[config.mk]
export PLATFORM = sky130hd
export DESIGN_NAME = hash_word_serializer
export DESIGN_NICKNAME = d
export VERILOG_FILES = /design/src/rtl/mining_pkg.sv /design/src/rtl/hash_word_serializer.sv
export SDC_FILE = /design/constraint.sdc
export NUM_CORES = 1
export LEC_CHECK = 0
export CORE_MARGIN = 2
export CORE_UTILIZATION = 31
export CTS_CLUSTER_SIZE = 8
export DETAILED_ROUTE_END_ITERATION = 8
export GPL_TIMING_DRIVEN = 0
export SYNTH_ARGS = -nofsm -noshare
export SYNTH_HDL_FRONTEND = slang
export SYNTH_SLANG_ARGS = --single-unit
[constraint.sdc]
create_clock -name clk -period 8.3 [get_ports clk]
set_clock_uncertainty 0.05 [all_clocks]
set_input_delay 0.83 -clock clk [delete_from_list [all_inputs] [get_ports clk]]
set_output_delay 0.83 -clock clk [all_outputs]
set_load 0.02 [all_outputs]
[src/rtl/mining_pkg.sv]
// mining_pkg: shared widths and the hash word-index encoding for the mining datapath
package mining_pkg;
  localparam int HASH_W = 256;
  localparam int WORD_W = 64;
  localparam int WORDS_PER_HASH = 4;
  typedef enum logic [1:0] {IDLE = 2'd0, W1 = 2'd1, W2 = 2'd2, W3 = 2'd3} word_idx_e;
endpackage

[src/rtl/hash_word_serializer.sv]
// hash_word_serializer: buffers 256-bit hashes and streams them as 64-bit words, MSW first
module hash_word_serializer
  import mining_pkg::*;
#(
  parameter int DEPTH = 4
) (
  input  logic              clk,
  input  logic              rst,
  input  logic [HASH_W-1:0] hash_in,
  input  logic              hash_in_valid,
  output logic              hash_in_ready,
  input  logic              rd_en,
  output logic [WORD_W-1:0] dout,
  output logic              dout_we,
  input  logic              flush,
  output logic              empty,
  output logic [4:0]        level,
  output logic [15:0]       drop_cnt
);
  localparam int PW = $clog2(DEPTH);
  logic [HASH_W-1:0] r_mem [DEPTH];
  logic [PW-1:0]     r_wr_ptr, r_rd_ptr;
  logic [4:0]        r_level;
  logic [WORD_W-1:0] r_dout;
  logic              r_dout_we;
  logic [15:0]       r_drop_cnt;
  word_idx_e         r_state, w_state_nx;
  logic              w_accept, w_serve, w_retire;
  logic [WORD_W-1:0] w_word;
  assign hash_in_ready = r_level < 5'(DEPTH);
  assign empty         = r_level == 5'd0;
  assign level         = r_level;
  assign dout          = r_dout;
  assign dout_we       = r_dout_we;
  assign drop_cnt      = r_drop_cnt;
  assign w_accept      = hash_in_valid & hash_in_ready & ~flush;
  assign w_serve       = rd_en & ~empty & ~flush;
  // word-index state register; flush and reset both abandon a partial entry
  always_ff @(posedge clk)
    r_state <= (rst | flush) ? IDLE : w_state_nx;
  // advance one word per served request, wrapping W3 back to IDLE
  always_comb
    w_state_nx = w_serve ? word_idx_e'(r_state + 2'd1) : r_state;
  // pick the current word of the head entry and flag the last-word retirement
  always_comb begin
    w_retire = w_serve && (r_state == word_idx_e'(WORDS_PER_HASH - 1));
    w_word   = r_mem[r_rd_ptr][HASH_W-1-WORD_W*int'(r_state) -: WORD_W];
  end
  // entry storage is never reset; stale contents are unreachable once pointers clear
  always_ff @(posedge clk)
    if (w_accept) r_mem[r_wr_ptr] <= hash_in;
  // pointers and occupancy; accept and retire in one cycle leave level unchanged
  always_ff @(posedge clk)
    if (rst | flush) begin
      r_wr_ptr <= '0;
      r_rd_ptr <= '0;
      r_level  <= '0;
    end else begin
      if (w_accept) r_wr_ptr <= r_wr_ptr + 1'b1;
      if (w_retire) r_rd_ptr <= r_rd_ptr + 1'b1;
      r_level <= r_level + 5'(w_accept) - 5'(w_retire);
    end
  // one-cycle registered word output; dout holds its value when not strobed
  always_ff @(posedge clk)
    if (rst) begin
      r_dout    <= '0;
      r_dout_we <= 1'b0;
    end else begin
      r_dout_we <= w_serve;
      if (w_serve) r_dout <= w_word;
    end
  // saturating count of hashes offered while full; survives flush
  always_ff @(posedge clk)
    if (rst) r_drop_cnt <= '0;
    else if (hash_in_valid && !hash_in_ready && r_drop_cnt != 16'hFFFF) r_drop_cnt <= r_drop_cnt + 16'd1;
endmodule

==> impl_metrics.csv, run 1 <==
group,metric,value,unit
status,outcome,"complete, no violations",
route,via_per_inst,4.88,
worst_hold_path,hp-class,"flop to flop",
synth,synth_top_family_by_area,"multiplexers",
timing,fin_crit_sh,43.4,%
floorplanning,io_pins,349,
synth,yosysMostFrequentCell,"edfxtp_1",
timing,maxSlewViolCount,0,
cells_and_area,fillCellCount,11900,
route,first_pass_iters,6,
cells_and_area,drive_above_1_share,23.0,%
setup_path,path_class,"flop to output port",
clocking,cts_root_buf,"clkbuf_16",
place,dp.cells,4062,
clocking,holdBufCountCts,0,
place,hpwlAfterDp,71200,um
clocking,cts_inserted_buffers,159,
floorplanning,coreArea,135000,um^2
grt,grt_pass1_vias,22800,
timing,hold_violations,0,
setup_path,path_max_fanout,10,
synth,yosysSeqAreaShare,77.8,%
route,ant_nets,0,
clocking,cts_setup_buffers,0,
floorplanning,dieArea,138000,um^2
route,wl_per_cell,24.6,um
power_and_ir_drop,total_power,12.8,mW
route,initialDrtViolationCount,1705,
route,vias,21200,
place,portBuffers,348,
setup_path,r2r_cells,9,
synth,ys.flop_type,"edfxtp_1",
synth,synthMuxAreaShare,15.5,%
floorplanning,chipHeight,372,um
grt,grt_max_degree,56,
synth,synth_nets,2191,
setup_path,startpoint,"level[3]$_SDFF_PP0_",
clocking,cts.sinks,1118,
grt,grt.total_usage,15.4,%
grt,antenna_found_initial,31,
synth,synth_area_leaders,"edfxtp_1 73%, mux4_2 13%, dfxtp_1 4.5%, mux2_2 1.7%, o221ai_1 1.2%",
place,placed_area,48200,um^2
cells_and_area,nets,2718,
setup_path,r2r-end,"r_mem[2][155]$_DFFE_PP_",
floorplanning,rows,135,
power_and_ir_drop,p_leak,16.4,nW
synth,async_reset_ff_share,0,%
run,cap_violations,0,
cells_and_area,layoutNonFillerInstCount,4355,
timing,rsz0062_at_grt,"false",
clocking,cts_buffer_depth,3,
clocking,cts_resized,0,
route,drt_wl_total,107000,um
synth,synth-adder-area-share,0.465,%
floorplanning,die_w,372,um
power_and_ir_drop,power_density,242,nW/um^2
clocking,clk_pin_slew,0.05,ns
worst_hold_path,min_to,"r_wr_ptr[1]$_SDFFE_PP0P_",
synth,yosys.area.top_type,"edfxtp_1",
timing,max_slew_margin,32.0,%
synth,synth_top_area_share,73.3,%
timing,fin_crit,3.60,ns
setup_path,cp.required,7.42,ns
timing,timing.hold.ws,0.470,ns
worst_hold_path,hp-start,"r_wr_ptr[1]$_SDFFE_PP0P_",
cells_and_area,area_growth,26.1,%
timing,fmax,277,MHz
synth,synth_xor_area_share,0.125,%
grt,grt_pass1_wl,154000,um
setup_path,timing.rr.start,"level[3]$_SDFF_PP0_",
cells_and_area,stdcell_area,52900,um^2
route,route.detailed.drc,0,
setup_path,cp-end-kind,"output port",
synth,ys_top_cells_by_count,"1024 x edfxtp_1, 251 x mux4_2, 94 x dfxtp_1, 81 x nor2_1, 65 x mux2_2",
synth,synth_edf_count,1024,
synth,ys_seq_elements,1118,
power_and_ir_drop,ir_drop,0.182,mV
timing,tightest_slew,1.02,ns
clocking,clk_latency,0.77,ns
synth,synthCells,1915,
floorplanning,start_util,31.1,%
synth,ys_warn_count,0,
synth,synthSimpleGateAreaFrac,1.82,%
worst_hold_path,hold_depth,2,
synth,synth_compound_area_share,2.85,%
setup_path,worstPathArrival,2.72,ns
grt,grt_overflow,0,
timing,setup_viol,0,
place,gp_congestion,0.799,
synth,avgSynthCellArea,21.9,um^2
clocking,cts_max_level,4,
synth,synth_area,42000,um^2
synth,synth_cell_types,46,
clocking,cts_tree,"done",
setup_path,startpoint_type,"flop",
setup_path,r2r_setup_slack,4.77,ns
[metal layers]
metal / GRT usage, % / share of wire [%]
met5: 0 / 0.14
met4: 5.43 / 2.7
met3: 4.08 / 6.4
met1: 19.3 / 41
met2: 25.7 / 50
[through the flow]
step                      setup slack [ns]  utilization, %  setup TNS, ns
after floorplan                      0.383               -              0
after CTS                             4.59            39.2              0
after detailed placement              4.25            35.7              0
after global placement               -5.16            35.3       -5204.67
final                                 4.70            39.2              0
after global routing                  4.55            39.2              0
[where the power goes]
part           internal [mW]  leakage [nW]  switching, mW
registers               6.27          10.1         0.0254
logic                  0.220          4.05          0.210
clock network           3.68          2.24           2.38
[sequential cells by signal, summed over array words and instances, names as in the netlist, named ones only]
register  count
dout         64
dout_we       1
drop_cnt     16
level         5
r_mem      1024
r_rd_ptr      2
r_state       2
r_wr_ptr      2
[worst max path at each step]
stage / to
finish: empty
global route: empty
CTS: empty
detailed placement: r_mem[3][223]$_DFFE_PP_
global placement: r_mem[3][27]$_DFFE_PP_
floorplan: r_mem[0][0]$_DFFE_PP_
[cell type report]
cell class / instances / area [um^2] / area share (%)
diodes: 13 / 32.5 / 0.0615
plain buffers: 104 / 569 / 1.08
clock buffers: 262 / 4370 / 8.25
clock inverters: 18 / 360 / 0.681
inverters: 17 / 66.3 / 0.125
multi-input cells: 676 / 8710 / 16.5
flip-flops and latches: 1118 / 32600 / 61.7
well taps: 1781 / 2230 / 4.21
repair buffers: 366 / 3960 / 7.48
[cell families (layout without fill, tap and decap cells)]
logic type | after synthesis | after routing
xor+xnor | 6 | 6
flops | 1118 | 1118
fa+ha+maj | 15 | 15
compound gates | 168 | 168
simple gates | 160 | 160
mux | 327 | 327
other cells | 0 | 13
buf+inv | 121 | 767
[cells in the final DEF (no fill, tap or decap), types with 18 or more instances in the layout]
master              n
mux2_2             65
clkdlybuf4s50_1   348
clkbuf_1          137
a21oi_1            20
edfxtp_1         1024
clkbuf_16         159
o221ai_1           59
mux4_2            251
buf_2              40
dfxtp_1            94
o22ai_1            64
buf_4              18
nand2_1            18
nor2_1             81
[critical path, cell delays in order, from the launching register on]
cell	delay [ns]
dfxtp_1	0.33
inv_1	0.13
ha_1	0.16
or4b_1	0.42
buf_2	0.20
inv_1	0.09
clkdlybuf4s50_1	0.64
Note: power is estimated with default switching activity, not from simulation.
==> run 2, diff against run 1 <==
Clock period 8.3 ns to 3.1 ns, I/O delays scaled along.
==> run 2 against run 1 <==
Net effect: critical path depth up 7; sequential share of layout area down 0.25 points; hold slack worse by 0.36 ns; non-clock buffer count up 10; global-route usage up 0.26 points; combinational power rose to 2.8 times the previous value; total power rose to 2.7 times the previous value; critical path type is now flop to flop.
==> impl_metrics.csv, run 2 (synthesized netlist as in run 1, its figures left out) <==
group,metric,value,unit
status,outcome,"complete, no violations",
floorplanning,chipHeight,372,um
cells_and_area,largest_register_ffs,1024,
setup_path,startpoint_type,"flop",
timing,maxSlewViolCount,0,
power_and_ir_drop,power_density,641,nW/um^2
route,drt-met1-wl,44800,um
timing,setup_viol,0,
route,route.detailed.drc,0,
power_and_ir_drop,ir_drop,0.443,mV
setup_path,timing.rr.start,"level[3]$_SDFF_PP0_",
timing,fin_crit_sh,94.1,%
clocking,cts_inserted_buffers,159,
route,initialDrtViolationCount,1741,
floorplanning,start_util,31.1,%
clocking,cts_root_buf,"clkbuf_16",
setup_path,cp.required,3.73,ns
clocking,cts_max_level,4,
route,vias,21600,
power_and_ir_drop,p_leak,16.4,nW
setup_path,path_class,"flop to flop",
setup_path,startpoint,"level[3]$_SDFF_PP0_",
setup_path,cp-end-kind,"flop",
floorplanning,die_w,372,um
clocking,clk_pin_slew,0.06,ns
run,cap_violations,0,
cells_and_area,nets,2733,
worst_hold_path,hp-start,"hash_in[122]",
grt,grt.total_usage,15.6,%
timing,hold_violations,0,
grt,grt_max_degree,55,
route,wl_met3,6940,um
cells_and_area,fillCellCount,11900,
timing,fin_crit,2.92,ns
floorplanning,rows,135,
route,wl_per_cell,25.2,um
clocking,cts_buffer_depth,3,
floorplanning,io_pins,349,
route,top_layer,"met5",
grt,antenna_found_initial,39,
cells_and_area,area_growth,26.7,%
clocking,clk_latency,0.78,ns
route,met2_length,55000,um
worst_hold_path,hp-class,"primary input to flop",
timing,fmax,343,MHz
timing,layout_setup_ws,0.183,ns
place,gp_congestion,0.782,
route,first_pass_iters,5,
place,dp.cells,4064,
route,ant_nets,0,
place,portBuffers,348,
cells_and_area,utilization,39.4,%
cells_and_area,layout_common_cells,"1024 x edfxtp_1, 347 x clkdlybuf4s50_1, 251 x mux4_2, 159 x clkbuf_16, 135 x clkbuf_1",
timing,max_slew_margin,10.3,%
grt,grt_pass1_wl,156000,um
clocking,cts.sinks,1118,
cells_and_area,final_common_cell,"edfxtp_1",
grt,grt_overflow,0,
grt,grt_pass1_vias,23000,
setup_path,worstPathArrival,3.55,ns
route,drt_wl_total,110000,um
clocking,holdBufCountCts,0,
place,hpwlAfterDp,72200,um
cells_and_area,max_flop_register,"r_mem",
timing,tightest_slew,1.35,ns
floorplanning,coreArea,135000,um^2
cells_and_area,layoutNonFillerInstCount,4371,
cells_and_area,drive_above_1_share,24.2,%
setup_path,path_max_fanout,6,
power_and_ir_drop,total_power,34.1,mW
clocking,cts_tree,"done",
route,via_per_inst,4.93,
timing,timing.hold.ws,0.114,ns
place,dp_worst_setup_slack,-0.570,ns
floorplanning,dieArea,138000,um^2
[run 2: cell count changes in the layout (fill, tap and decap cells not counted), sizes merged, moves of 2 or more]
cell,change
and2,+5
buf,+10
bufinv,-2
clkinv,+3
inv,-3
[run 2: cell type report]
| cell class | count | area, um^2 | share of cell area [%] |
|---|---|---|---|
| antenna | 14 | 35.0 | 0.0659 |
| buffer | 102 | 572 | 1.08 |
| inverter | 17 | 76.3 | 0.144 |
| sequential | 1118 | 32600 | 61.4 |
| tap | 1781 | 2230 | 4.19 |
| clock inverter | 17 | 308 | 0.579 |
| multi-input combinational | 681 | 8810 | 16.6 |
| clock buffer | 263 | 4380 | 8.24 |
| timing repair buffer | 378 | 4100 | 7.71 |
[run 2: timing repair]
item | CTS | global route
gates cloned | 2 | 3
gates resized for setup | 15 | 6
pin swaps | 4 | 4
endpoints found under the setup margin | 205 | 158
buffers inserted | 2 | 8
[run 2: path summary, 6_finish.rpt]
| path | depth (start not counted) | slack, ns | to |
|---|---|---|---|
| min | 1 | 0.11 | r_mem[0][122]$_DFFE_PP_ |
| min reg2reg | 2 | 0.46 | dout[36]$_SDFFE_PP0P_ |
| max | 13 | 0.18 | level[4]$_SDFF_PP0_ |
| max reg2reg | 13 | 0.18 | level[4]$_SDFF_PP0_ |
[run 2: stage by stage]
step           cell area [um^2]   TNS [ns]
2_1_floorplan             42000    -308.46
3_3_place_gp              47700   -2041.30
3_5_place_dp              48300     -71.13
4_1_cts                   53000     -10.19
5_1_grt                   53100  -0.000213
6_report                  53200          0
[run 2: worst max-delay path, stage by stage, from the launching register on]
cell,delay (ns)
dfxtp_4,0.35
inv_6,0.07
ha_1,0.13
or4b_4,0.53
and3_4,0.23
ha_1,0.26
inv_1,0.06
ha_2,0.17
inv_1,0.06
fa_2,0.37
nand2b_1,0.17
a21oi_2,0.14
o21ai_0,0.08
a21oi_1,0.16
[run 2: power breakdown]
part	internal (mW)	total [mW]	leakage, nW	switching [mW]
sequential	16.8	16.8	10.1	0.0699
combinational	0.601	1.18	4.15	0.575
clock	9.70	16.1	2.22	6.37
[run 2: layer usage]
| layer | track usage, % | vias up |
|---|---|---|
| met1 | 19.5 | 11400 |
| met3 | 4.42 | 220 |
| met5 | 0 | - |
| li1 | - | 9243 |
| met4 | 5.59 | 34 |
| met2 | 26.0 | 688 |
